File: src/rtl/rr_arb_pkg.sv
// rtl/rr_arb_pkg.sv - shared constants, FSM state type and index helper for the round-robin arbiter
package rr_arb_pkg;

  localparam int N_REQ = 8;
  localparam int IDX_W = 3;

  typedef enum logic {
    IDLE  = 1'b0,
    GRANT = 1'b1
  } state_t;

  // OR-reduction of set-bit positions; exact for one-hot input, zero for all-zero input
  function automatic logic [IDX_W-1:0] onehot_to_idx(input logic [N_REQ-1:0] oh);
    logic [IDX_W-1:0] idx;
    idx = '0;
    for (int i = 0; i < N_REQ; i++) begin
      if (oh[i]) idx = idx | IDX_W'(i);
    end
    return idx;
  endfunction

endpackage

File: src/rtl/rr_pick8.sv
// rtl/rr_pick8.sv - combinational first-set-bit search over req starting at index start, wrapping mod 8
module rr_pick8
  import rr_arb_pkg::*;
(
  input  logic [N_REQ-1:0] req,
  input  logic [IDX_W-1:0] start,
  output logic [N_REQ-1:0] pick,
  output logic [IDX_W-1:0] index
);

  logic [N_REQ-1:0] rot;
  logic [IDX_W-1:0] off;
  logic             found;

  // rot[j] is requester (start + j) mod 8, so bit 0 is the highest priority
  always_comb begin
    rot = '0;
    for (int j = 0; j < N_REQ; j++) begin
      rot[j] = req[start + IDX_W'(j)];
    end
  end

  always_comb begin
    found = 1'b0;
    off   = '0;
    for (int j = 0; j < N_REQ; j++) begin
      if (!found && rot[j]) begin
        found = 1'b1;
        off   = IDX_W'(j);
      end
    end
  end

  assign index = start + off;
  assign pick  = found ? (N_REQ'(1) << index) : '0;

endmodule

File: src/rtl/rr_request_arbiter8.sv
// rtl/rr_request_arbiter8.sv - eight-line round-robin arbiter with hold limit, feeding an 8-to-3 encoder
module rr_request_arbiter8
  import rr_arb_pkg::*;
#(
  parameter int HOLD_MAX = 16
) (
  input  logic             clk,
  input  logic             rst,
  input  logic [N_REQ-1:0] req,
  input  logic             ack,
  output logic [N_REQ-1:0] gnt,
  output logic             en,
  output logic             timeout,
  output logic [IDX_W-1:0] ptr
);

  localparam int              CNT_W   = $clog2(HOLD_MAX + 1);
  localparam logic [CNT_W-1:0] CNT_LIM = CNT_W'(HOLD_MAX - 1);

  state_t           state;
  logic [CNT_W-1:0] cnt;
  logic [N_REQ-1:0] pick;
  logic [IDX_W-1:0] pick_idx;
  logic             gnt_req;
  logic             at_lim;
  logic             rel;

  rr_pick8 u_pick (
    .req   (req),
    .start (ptr),
    .pick  (pick),
    .index (pick_idx)
  );

  assign gnt_req = |(req & gnt);
  assign at_lim  = (cnt == CNT_LIM);
  assign rel     = !gnt_req || ack || at_lim;

  always_ff @(posedge clk or posedge rst) begin
    if (rst) begin
      state   <= IDLE;
      gnt     <= '0;
      en      <= 1'b0;
      timeout <= 1'b0;
      ptr     <= '0;
      cnt     <= '0;
    end else begin
      timeout <= 1'b0;
      case (state)
        IDLE: begin
          if (|req) begin
            gnt   <= pick;
            en    <= 1'b1;
            cnt   <= '0;
            state <= GRANT;
          end else begin
            gnt <= '0;
            en  <= 1'b0;
          end
        end
        GRANT: begin
          if (rel) begin
            gnt     <= '0;
            en      <= 1'b0;
            ptr     <= onehot_to_idx(gnt) + 3'd1;
            // only a pure hold-limit revoke is reported
            timeout <= gnt_req && !ack;
            state   <= IDLE;
          end else begin
            cnt <= cnt + 1'b1;
          end
        end
        default: state <= IDLE;
      endcase
    end
  end

  a_pick_index: assert property (@(posedge clk) disable iff (rst)
    (|pick) |-> (onehot_to_idx(pick) == pick_idx));

endmodule

File: config.mk
export PLATFORM = sky130hd
export DESIGN_NAME = rr_request_arbiter8
export DESIGN_NICKNAME = d
export VERILOG_FILES = /design/src/rtl/rr_arb_pkg.sv /design/src/rtl/rr_pick8.sv /design/src/rtl/rr_request_arbiter8.sv
export SDC_FILE = /design/constraint.sdc
export NUM_CORES = 1
export LEC_CHECK = 0
export CAP_MARGIN = 20
export CORE_AREA = 4 4 93 95
export CTS_BUF_LIST = sky130_fd_sc_hd__clkbuf_4 sky130_fd_sc_hd__clkbuf_8
export DETAILED_ROUTE_END_ITERATION = 16
export DIE_AREA = 0 0 97 99
export PLACE_DENSITY = 0.43
export SYNTH_ARGS = -nofsm -noshare
export SYNTH_HDL_FRONTEND = slang
export SYNTH_SLANG_ARGS = --single-unit
File: constraint.sdc
create_clock -name clk -period 6.1 [get_ports clk]
set_input_delay 0.61 -clock clk [delete_from_list [all_inputs] [get_ports clk]]
set_output_delay 0.61 -clock clk [all_outputs]
set_load 0.02 [all_outputs]
; After elaboration in Yosys (flattened, before gate mapping)
; Index checks and enable logic that the tools add are counted.
[word_totals]
register_bits = 19
inputBits = 11
output_inout_bits = 13
wordCells = 108
[classes]
addsub = 10
magnitude_cmp = 8
eq_ne = 4
n_shift = 1
n_mux = 54
bitwise_logic = 2
reduce_logical = 23
[ops]
columns = op, count
row1 = $lt A3 B4 Y1 const B, 8
row2 = $mux W3, 10
row3 = $bmux W1 S3, 8
row4 = $mux W8, 3
row5 = $mux W1, 23
row6 = $pmux W8 S2, 1
row7 = $reduce_or A8 Y1, 2
row8 = $add A3 B3 Y3 const B, 4
row9 = $mux W5, 2
row10 = $pmux W5 S2, 1
row11 = $logic_not A1 Y1, 9
row12 = $and A8 B8 Y8, 1
row13 = $logic_and A1 B1 Y1, 8
row14 = $mux W2, 4
row15 = $shl A1 B3 Y8 const A, 1
row16 = $add A3 B1 Y3 const B, 2
row17 = $add A3 B2 Y3 const B, 2
row18 = $add A5 B1 Y5 const B, 1
row19 = $eq A5 B4 Y1 const B, 1
row20 = $ne A2 B2 Y1 const B, 2
row21 = $pmux W1 S2, 2
row22 = $reduce_and A2 Y1, 2
row23 = $add A3 B3 Y3, 1
row24 = $logic_or A1 B1 Y1, 2
row25 = 2 further kinds, 2

; Logic depth before layout (Yosys ltp)
[logic_depth]
word_depth = 29
mapped_depth = 19
mapped_depth_nobuf = 16

; Modules after synthesis
; Synthesis repeated with hierarchy kept, for this count alone.
[hier_totals]
cells_unflattened = 148
area_unflattened_um2 = 1692.9
[by_module_without_submodules]
columns = module, instances, cells_per_inst, area_each_um2, seq_area_each_um2
row1 = rr_request_arbiter8, 1, 72, 874.6, 475.5
row2 = rr_pick8, 1, 76, 818.3, 0.0

; Worst setup path before layout
; No wires, ideal clock.
[synth_timing]
path_type = reg2reg
start = register ptr[0]
end = register gnt[6]
setup_time_ns = 0.069
arrival_time_ns = 4.545
required_time_ns = 6.031
path_slack_ns = 1.486
stages_incl_launch_ff = 20
path_buffers = 3
synth_period_minus_slack_ns = 4.614
cell_sequence = dfrtp_1 -> buf_6 -> clkbuf_1 -> inv_1 -> ha_1 -> buf_4 -> mux4_2 -> mux2_2 -> nor2_1 -> nand2_1 -> a211o_1 -> o221ai_1 -> o21a_1 -> ha_1 -> inv_1 -> fa_1 -> nor3_1 -> nand2_1 -> or3_1 -> nand3_1
[synth_between]
elab_chain_cells = 29
elab_cells_between_ends = 57
cone_classes = add/sub: 8 / shift: 1 / mux: 34 / reduce/logical: 14
[synth_lines]
columns = element, line_no
row1 = from (decl), rr_request_arbiter8.sv:14  ; output logic [IDX_W-1:0] ptr
row2 = from (signal assigned), rr_request_arbiter8.sv:65  ; ptr <= onehot_to_idx(gnt) + 3'd1;
row3 = branches (longest 26 deep; another with $add A3 B1 Y3), -
row4 = $mux W8 (*), rr_pick8.sv:35  ; assign pick = found ? (N_REQ'(1) << index) : '0;
row5 = $mux W8 (*), rr_request_arbiter8.sv:51  ; if (|req) begin
row6 = $pmux W8 S2 (*), rr_request_arbiter8.sv:49  ; case (state)
row7 = to (signal assigned), rr_request_arbiter8.sv:52  ; gnt <= pick;
row8 = to (decl), rr_request_arbiter8.sv:11  ; output logic [N_REQ-1:0] gnt,
; Every way passes the cells marked *. The select of a mux whose other input is x is not followed.
; A chain may end at the register's enable or synchronous reset.

; Final worst setup path
; Same ends and word-level chain as after synthesis.

==> run_results.csv <==
group,metric,value,unit
worst_setup_path,cp_max_fo,23,
synth,synth_top_cell_area_share,27.0,%
sta,post-route-min-period,4650,ps
synth,syn_avg_cell_area,9.40,um2
sta,rsz0062_at_grt,"no",
synth,ys.flop_type,"dfrtp_1",
routing,drc,0,
worst_setup_path,rr_startpoint,"ptr[0]$_DFFE_PP0P_",
global_route,grt_usage,10.4,%
sta,tightest_slew,915,ps
place,hpwl,3570,um
cts,clockRootBuffer,"clkbuf_8",
floorplan,dieWidth,97,um
routing,firstDrtPassIters,4,
place,port_buffers,23,
global_route,overflow,0,
worst_setup_path,required,6300,ps
pwr,peakVddDrop,0.160,mV
synth,synth_cells,187,
global_route,grt_pass1_vias,1593,
synth,synthTopCellsByArea,"dfrtp_1 27%, mux4_2 6.4%, nand2_1 5.8%, mux2i_1 5.7%, mux4_1 4.5%",
layout,antenna_cells,0,
pwr,power_density,555,mW/mm2
layout,areaGrowthSynthToFinish,20.8,%
cts,cts_resized,0,
floorplan,rows,32,
cts,cts_hold_buf,0,
synth,synthArstFlopShare,100,%
routing,drt_iter0_drc,54,
worst_setup_path,crit_start,"ptr[0]$_DFFE_PP0P_",
synth,synth-seq-cells,19,
pwr,total_power,1.18,mW
sta,timing.slew.headroom,38.8,%
synth,post-synth-top-area-cell,"dfrtp_1",
layout,nets,227,
sta,worst_slack,1450,ps
layout,fill_cells,832,
sta,max_freq,215,MHz
worst_setup_path,worstSetupPathType,"flip-flop to flip-flop",
worst_setup_path,reg2reg_setup_slack,1450,ps
worst_setup_path,cp-endpoint,"gnt[6]$_DFFE_PP0P_",
worst_setup_path,critPathLaunchType,"flip-flop",
routing,viasPerCell,5.03,
cts,postCtsSetupRepairBufs,0,
synth,synth_area,0.00176,mm2
sta,maxSlewViolCount,0,
routing,post_drt_wl_per_cell,15.5,um
routing,via_count,1558,
layout,layout_common_cells,"27 x nand2_1, 23 x clkdlybuf4s50_1, 19 x dfrtp_1",
place,preCtsSetupSlack,1490,ps
routing,ant_nets,0,
hold_path,worstHoldPathType,"flip-flop to flip-flop",
layout,drive_gt1_share,9.13,%
cts,cts_buffers,3,
layout,layout_commonest_cell,"nand2_1",
floorplan,ioPinCount,24,
cts,clkTransAtPathRegs,80,ps
pwr,p_leak,0.862,nW
floorplan,die-area,0.00960,mm2
worst_setup_path,critPathMaxStageDelay,590,ps
sta,fin_tns_setup,0,ps
global_route,antenna_found_initial,0,
sta,skew,5.11,ps
run_status,run_status,"finished clean",
routing,routed_wirelength,4800,um
synth,seq_area_frac_synth,27.0,%
synth,synth_nets,205,
sta,fin_crit_sh,76.2,%
cts,cts-htree-levels,1,
sta,setup_violations,0,
floorplan,core_area,0.00773,mm2
worst_setup_path,cp_cell_sequence,"buf_4 > inv_1 > ha_1 > mux4_2 > mux2_2 > nor2_1 > nand2_1 > a211o_1 > o221ai_1 > o21a_1 > ha_1 > inv_1 > fa_1 > nor3_1 > nand2_1 > or3_1 > nand3_1",
sta,hold_viol,0,
cts,clk_latency,270,ps
worst_setup_path,r2r_cells,17,
flow_run,maxCapViolCount,0,
floorplan,die_y,99,um
worst_setup_path,cp.arrival,4850,ps
synth,synth_edf_count,0,
synth,post_synth_num_cell_types,52,
worst_setup_path,critPathSlowestCell,"ha_1",
synth,yosys_warnings,0,
global_route,grt_pass1_wl,8240,um
cts,numClockSinks,19,
cts,cts_buffer_depth,2,
worst_setup_path,cp-end-kind,"flip-flop",
global_route,grt_start_max_net_pins,24,
worst_setup_path,timing.rr.end,"gnt[6]$_DFFE_PP0P_",
floorplan,initial_core_util,22.7,%
place,routabilityCongestion,0.782,
cts,cts_tree,"built",
cell usage after synthesis, types with 2 or more instances:
cell type / count
mux4_1: 3
or4_1: 2
nor2b_1: 2
ha_1: 6
nor2_1: 9
o21ai_1: 4
nor3_1: 7
buf_6: 2
a21oi_1: 4
buf_4: 2
xor2_1: 4
clkbuf_1: 3
mux4_2: 5
nor4_1: 4
nand2_1: 27
nand3_1: 10
o211ai_1: 3
dfrtp_1: 19
mux2i_1: 10
a31oi_1: 2
mux2_2: 2
inv_1: 8
mux2_1: 5
and3_1: 2
a22oi_1: 5
nand3b_1: 5
or3_1: 3
o21ai_0: 5
layer usage:
layer,vias up,share of wire (%),GRT usage (%)
met2,43,45,16.9
li1,753,-,-
met5,-,0,0
met4,0,0.79,2.16
met3,7,5.2,2.19
met1,755,49,14.3
kinds of logic after synthesis:
group                      share of synthesized area (%)
xor gates and xnor gates                            3.84
DFF                                                 27.0
and+or+nand+nor                                     22.3
muxes                                               22.3
adders and majority gates                           5.41
buffers and inverters                               4.98
AOI/OAI and AO/OA                                   14.1
final cells by class:
cell class | count | area (um2) | share of cell area [%]
Clock buffer | 3 | 41.3 | 1.94
Clock inverter | 1 | 5.00 | 0.236
Inverter | 9 | 33.8 | 1.59
Multi-Input combinational cell | 151 | 1190 | 56.3
Sequential cell | 19 | 475 | 22.4
Tap cell | 102 | 128 | 6.01
Timing Repair Buffer | 25 | 245 | 11.5
power by group:
| group | leakage [nW] | switching, mW | internal, mW | total, mW |
|---|---|---|---|---|
| clock | 0.0255 | 0.0476 | 0.0456 | 0.0932 |
| combinational | 0.583 | 0.493 | 0.385 | 0.877 |
| sequential | 0.254 | 0.0459 | 0.162 | 0.208 |
| total | 0.862 | 0.586 | 0.592 | 1.18 |
how the worst min path moves through the flow:
stage,start,endpoint,slack [ps],cells after the start
after floorplan,cnt[4]$_DFFE_PP0P_,cnt[4]$_DFFE_PP0P_,470,2
after global placement,en$_DFFE_PP0P_,en$_DFFE_PP0P_,470,2
after detailed placement,en$_DFFE_PP0P_,en$_DFFE_PP0P_,470,2
after CTS,en$_DFFE_PP0P_,en$_DFFE_PP0P_,500,2
after global routing,en$_DFFE_PP0P_,en$_DFFE_PP0P_,530,2
final,en$_DFFE_PP0P_,en$_DFFE_PP0P_,500,2
through the flow:
stage | std cells | cell area, um2 | utilization (%) | hold slack, ps
floorplan | 187 | 1760 | - | 469
global placement | 305 | 2070 | 26.8 | 469
detailed placement | 305 | 2070 | 26.8 | 474
CTS | 309 | 2120 | 27.4 | 503
global route | 310 | 2120 | 27.5 | 533
finish | 310 | 2120 | 27.5 | 497
state kept, by name, indices dropped and copies added (netlist names):
register  flops
gnt           8
cnt           5
ptr           3
en            1
state         1
timeout       1
critical path, delay by kind of cell, from the launching register on:
family	cells	cell delay (ps)
adders and majority gates	3	1270
and+or+nand+nor	6	1050
muxes	2	860
AOI/OAI and AO/OA	3	620
buffers and inverters	3	440
DFF	1	330
Power figures use the tool's default switching activity.
